**config.mk**
```make
export PLATFORM = sky130hd
export DESIGN_NAME = intersection_phase_scheduler
export DESIGN_NICKNAME = d
export VERILOG_FILES = /design/src/rtl/intersection_phase_scheduler.sv
export SDC_FILE = /design/constraint.sdc
export NUM_CORES = 1
export LEC_CHECK = 0
export CORE_UTILIZATION = 48
export CTS_BUF_LIST = sky130_fd_sc_hd__clkbuf_4 sky130_fd_sc_hd__clkbuf_8 sky130_fd_sc_hd__clkbuf_16
export CTS_CLUSTER_DIAMETER = 120
export DETAILED_ROUTE_END_ITERATION = 10
export PLACE_DENSITY = 0.82
export REMOVE_ABC_BUFFERS = 1
export SLEW_MARGIN = 0
export SYNTH_ARGS = -nofsm -noshare
export SYNTH_HDL_FRONTEND = slang
export SYNTH_SLANG_ARGS = --single-unit
```
**constraint.sdc**
```tcl
create_clock -name clk -period 1.9 [get_ports clk]
set_input_delay 0.285 -clock clk [delete_from_list [all_inputs] [get_ports clk]]
set_output_delay 0.285 -clock clk [all_outputs]
set_load 0.02 [all_outputs]
```
**src/rtl/intersection_phase_scheduler.sv**
```systemverilog
// Two-street intersection sequencer: green/yellow/all-red phases with sensor arbitration and a pedestrian walk phase.
// Optional night flashing mode is built when NIGHT_FLASH_EN is defined.
module intersection_phase_scheduler #(
   parameter int MIN_GREEN = 4,
   parameter int MAX_GREEN = 12,
   parameter int YELLOW_T  = 2,
   parameter int ALLRED_T  = 1,
   parameter int WALK_T    = 6,
   parameter int CNT_W     = 4
) (
   input  logic       clk,
   input  logic       reset,
   input  logic       SA,
   input  logic       SB,
   input  logic       ped_req,
`ifdef NIGHT_FLASH_EN
   input  logic       night,
`endif
   output logic [2:0] LA,
   output logic [2:0] LB,
   output logic       walk
);

   typedef enum logic [2:0] {
      A_GREEN, A_YELLOW, CLR_AB, B_GREEN, B_YELLOW, CLR_BA, PED_WALK
`ifdef NIGHT_FLASH_EN
      , FLASH
`endif
   } state_t;

   localparam logic [CNT_W-1:0] MIN_M1  = CNT_W'(MIN_GREEN - 1);
   localparam logic [CNT_W-1:0] MAX_M1  = CNT_W'(MAX_GREEN - 1);
   localparam logic [CNT_W-1:0] YEL_M1  = CNT_W'(YELLOW_T - 1);
   localparam logic [CNT_W-1:0] CLR_M1  = CNT_W'(ALLRED_T - 1);
   localparam logic [CNT_W-1:0] WALK_M1 = CNT_W'(WALK_T - 1);

   state_t           state_reg, state_next;
   logic [CNT_W-1:0] timer_reg;
   logic             ped_pending_reg;
   logic             last_b_reg;
   logic [2:0]       la_reg, lb_reg;
   logic             walk_reg;
   logic             night_req;
   logic             min_done;
   logic             ped_accept;
`ifdef NIGHT_FLASH_EN
   logic             flash_on_reg, flash_on_next;
`endif

   assign LA   = la_reg;
   assign LB   = lb_reg;
   assign walk = walk_reg;

`ifdef NIGHT_FLASH_EN
   assign night_req  = night;
   assign ped_accept = ped_req && (state_reg != PED_WALK) && (state_reg != FLASH);
   assign flash_on_next = (state_reg != FLASH) ? 1'b1 : !flash_on_reg;
`else
   assign night_req  = 1'b0;
   assign ped_accept = ped_req && (state_reg != PED_WALK);
`endif

   assign min_done = (timer_reg >= MIN_M1);

   always_comb begin
      state_next = state_reg;
      case (state_reg)
         A_GREEN:
            if (min_done && ((SB && !SA) || (SB && timer_reg == MAX_M1) || ped_pending_reg || night_req))
               state_next = A_YELLOW;
         A_YELLOW:
            if (timer_reg == YEL_M1) state_next = CLR_AB;
         B_GREEN:
            if (min_done && ((SA && !SB) || (SA && timer_reg == MAX_M1) || ped_pending_reg || night_req))
               state_next = B_YELLOW;
         B_YELLOW:
            if (timer_reg == YEL_M1) state_next = CLR_BA;
         CLR_AB, CLR_BA:
            if (timer_reg == CLR_M1) begin
`ifdef NIGHT_FLASH_EN
               if (night_req)            state_next = FLASH;
               else
`endif
               if (ped_pending_reg)      state_next = PED_WALK;
               else if (state_reg == CLR_AB) state_next = B_GREEN;
               else                      state_next = A_GREEN;
            end
         PED_WALK:
            // Resume with the street that did not have the last green.
            if (timer_reg == WALK_M1) state_next = last_b_reg ? A_GREEN : B_GREEN;
`ifdef NIGHT_FLASH_EN
         FLASH:
            if (!night_req) state_next = CLR_BA;
`endif
         default: state_next = A_GREEN;
      endcase
   end

   always_ff @(posedge clk) begin
      if (reset) begin
         state_reg       <= A_GREEN;
         timer_reg       <= '0;
         ped_pending_reg <= 1'b0;
         last_b_reg      <= 1'b0;
         la_reg          <= 3'b001;
         lb_reg          <= 3'b100;
         walk_reg        <= 1'b0;
`ifdef NIGHT_FLASH_EN
         flash_on_reg    <= 1'b0;
`endif
      end else begin
         state_reg <= state_next;
         if (state_next != state_reg) timer_reg <= '0;
         else if (timer_reg != MAX_M1) timer_reg <= timer_reg + 1'b1;

         // Entering the walk phase consumes the request, even if the button is held.
         if (state_next == PED_WALK && state_reg != PED_WALK) ped_pending_reg <= 1'b0;
         else if (ped_accept)                                  ped_pending_reg <= 1'b1;

         if (state_reg == A_GREEN)      last_b_reg <= 1'b0;
         else if (state_reg == B_GREEN) last_b_reg <= 1'b1;

`ifdef NIGHT_FLASH_EN
         flash_on_reg <= flash_on_next;
`endif
         walk_reg <= (state_next == PED_WALK);
         case (state_next)
            A_GREEN:  begin la_reg <= 3'b001; lb_reg <= 3'b100; end
            A_YELLOW: begin la_reg <= 3'b010; lb_reg <= 3'b100; end
            B_GREEN:  begin la_reg <= 3'b100; lb_reg <= 3'b001; end
            B_YELLOW: begin la_reg <= 3'b100; lb_reg <= 3'b010; end
`ifdef NIGHT_FLASH_EN
            FLASH: begin
               la_reg <= (state_next != state_reg || flash_on_next) ? 3'b010 : 3'b000;
               lb_reg <= (state_next != state_reg || flash_on_next) ? 3'b100 : 3'b000;
            end
`endif
            default:  begin la_reg <= 3'b100; lb_reg <= 3'b100; end
         endcase
      end
   end

endmodule

```
==> results.py <==
metrics = {
    "outcome": {
        "status": "finished, violations left",
        "violations": "negative setup slack",
    },
    "clock_network": {
        "htree_levels": 1,
        "clk_pin_slew_ps": 100,
        "clock_path_buffers": 2,
        "postCtsHoldBufs": 0,
        "cts_tree": "done",
        "cts_sinks": 16,
        "clock_latency_ps": 300,
        "cts-buffers-inserted": 3,
        "root_buffer": "clkbuf_4",
    },
    "floorplan": {
        "rows": 15,
        "num_io_pins": 12,
        "coreArea_um2": 1820,
        "die_height_um": 47.2,
        "die_w_um": 47.2,
        "design.die.area_um2": 2230,
        "initial_core_util": 0.539,
    },
    "detailed_routing": {
        "drtIter0Drc": 71,
        "drc": 0,
        "viasPerCell": 6.28,
        "wl_met3_um": 208,
        "routed_wl_um": 2650,
        "drt-pass1-iter-count": 4,
        "ant_nets": 0,
        "met2_wirelength_um": 1270,
        "top_layer": "met4",
        "wl_per_cell_um": 17.0,
        "num_vias": 980,
        "wl_met1_um": 1130,
    },
    "placed_design": {
        "place_congestion": 0.906,
        "io_buffers": 11,
        "hpwl_um": 1710,
        "dpl.cell_count": 152,
    },
    "critical_path": {
        "cp_max_fo": 5,
        "start_kind": "flop",
        "critPathBufInv": 1,
        "arrival_ps": 2110,
        "cp_slowest_cell": "dfxtp_4",
        "crit_chain": "ha_1, nor2_1, o21bai_1, a21oi_1, buf_4, or2_2, o2111a_1",
        "critPathKind": "reg2reg",
        "cp_data_required_time_ps": 2100,
        "cpPeakStageDelay_ps": 390,
        "cp-end-kind": "flop",
        "path_delay_family": "compound AO/OA/AOI/OAI gates",
    },
    "logic_synthesis": {
        "yosys_most_used_dff": "dfxtp_1",
        "ys_async_sr_fraction": 0,
        "synth_edf_count": 0,
        "synth_cell_types": 47,
        "yosysTopAreaCell": "dfxtp_1",
        "syn_area_um2": 981,
        "synthCells": 112,
        "syn_avg_cell_area_um2": 8.76,
        "synth.area.top_cells": "dfxtp_1 (33%), a21oi_1 (4.1%), ha_1 (3.8%), nor2_1 (3.8%), nor2b_1 (3.2%)",
        "seq_area_frac_synth": 0.327,
        "synth_top_area_share": 0.327,
        "synth_warnings": 0,
        "ys_ff_latch": 16,
    },
    "finish": {
        "diodes": 0,
        "stdcell_count": 156,
        "final_cell_mix": "dfxtp_1 (12), clkdlybuf4s50_1 (11), buf_4 (11)",
        "fin_nets": 140,
        "layout-drive-gt1-share": 0.305,
        "largest_register_ffs": 4,
        "final_common_cell": "dfxtp_1",
        "syn_to_final_growth_pct": 31.9,
    },
    "sta": {
        "layout_min_cycle_time_ps": 1910,
        "fin_skew_ps": 3.09,
        "slew_headroom": 0.639,
        "fin_tns_setup_ps": -12.3,
        "fmax_ghz": 0.524,
        "period_share": 1.00,
        "fin_ws_ps": -8.80,
        "finalSetupViolCount": 2,
        "hold_viol": 0,
        "drv_slew": 0,
        "worstMarginPinSlew_ps": 541,
    },
    "power": {
        "p_total_mw": 1.92,
        "powerDensity_nw_per_um2": 1480,
        "p_leak_nw": 0.481,
        "peakVddDrop_mv": 0.841,
    },
    "grt": {
        "groute.usage.overall": 0.230,
        "grt_pass1_vias": 832,
        "grt_overflow_total": 0,
        "antenna_found_initial": 0,
        "grt_start_max_net_pins": 16,
        "grt_pass1_wl_um": 3570,
    },
    "min_path": {
        "min_path_type": "reg2reg",
    },
    "job": {
        "drv_cap": 0,
    },
}
## logic make-up after synthesis
family / after synthesis / synth area share
DFF: 16 / 0.327
buffers and inverters: 11 / 0.0663
xor gates and xnor gates: 2 / 0.0179
and+or+nand+nor: 53 / 0.348
muxes: 2 / 0.0204
adders and majority gates: 3 / 0.0383
AOI/OAI and AO/OA: 25 / 0.182
## repair_timing
item | CTS | global route
setup buffers | 0 | 0
pin swaps | 0 | 2
resized for setup | 6 | 15
endpoints found under the setup margin | 4 | 12
## cell usage after synthesis, drive strengths merged, types with 3 or more instances
master / number
nor3: 4
inv: 4
buf: 5
nand2: 4
ha: 3
nor4: 5
nor2b: 5
dfxtp: 16
nor2: 11
nand3: 3
o21ai: 4
a21oi: 8
nand2b: 4
## final cells by class
cell class / instances / area, µm²
multi-input combinational: 85 / 691
fill: 133 / 527
timing repair buffer: 22 / 193
sequential: 16 / 328
inverter: 4 / 15.0
clock buffer: 4 / 36.3
tap: 25 / 31.3
## tightest hold or removal path: cells and delay by family, from the launching register on
family | cells | cell delay [ps]
compound gates | 2 | 140
flops | 1 | 340
## routing by layer
| metal | GRT usage | vias to the layer above |
|---|---|---|
| met5 | 0 | - |
| met4 | 0.0914 | 0 |
| met3 | 0.0615 | 7 |
| met2 | 0.369 | 46 |
| met1 | 0.294 | 477 |
| li1 | - | 450 |
## path summary, 6_finish.rpt
kind | slack [ps] | start | cells past startpoint | end
max | -9 | timer_reg[0] | 7 | LA[1]
min | 530 | last_b_reg | 2 | last_b_reg
max reg2reg | -9 | timer_reg[0] | 7 | LA[1]
min reg2reg | 530 | last_b_reg | 2 | last_b_reg
## stage by stage
stage                     setup WS [ps]  hold WS (ps)   util  area, µm²
after global placement             21.2           476  0.634       1150
after global routing              -57.9           570  0.711       1290
after CTS                         -11.2           517  0.670       1220
final                             -8.80           535  0.711       1290
after floorplan                    83.7           354      -        931
after detailed placement           -103           501  0.634       1150
## report_power, final
part | switching, mW | internal [mW]
clock | 0.118 | 0.117
sequential | 0.131 | 0.434
combinational | 0.583 | 0.535
Power figures use the tool's default switching activity.
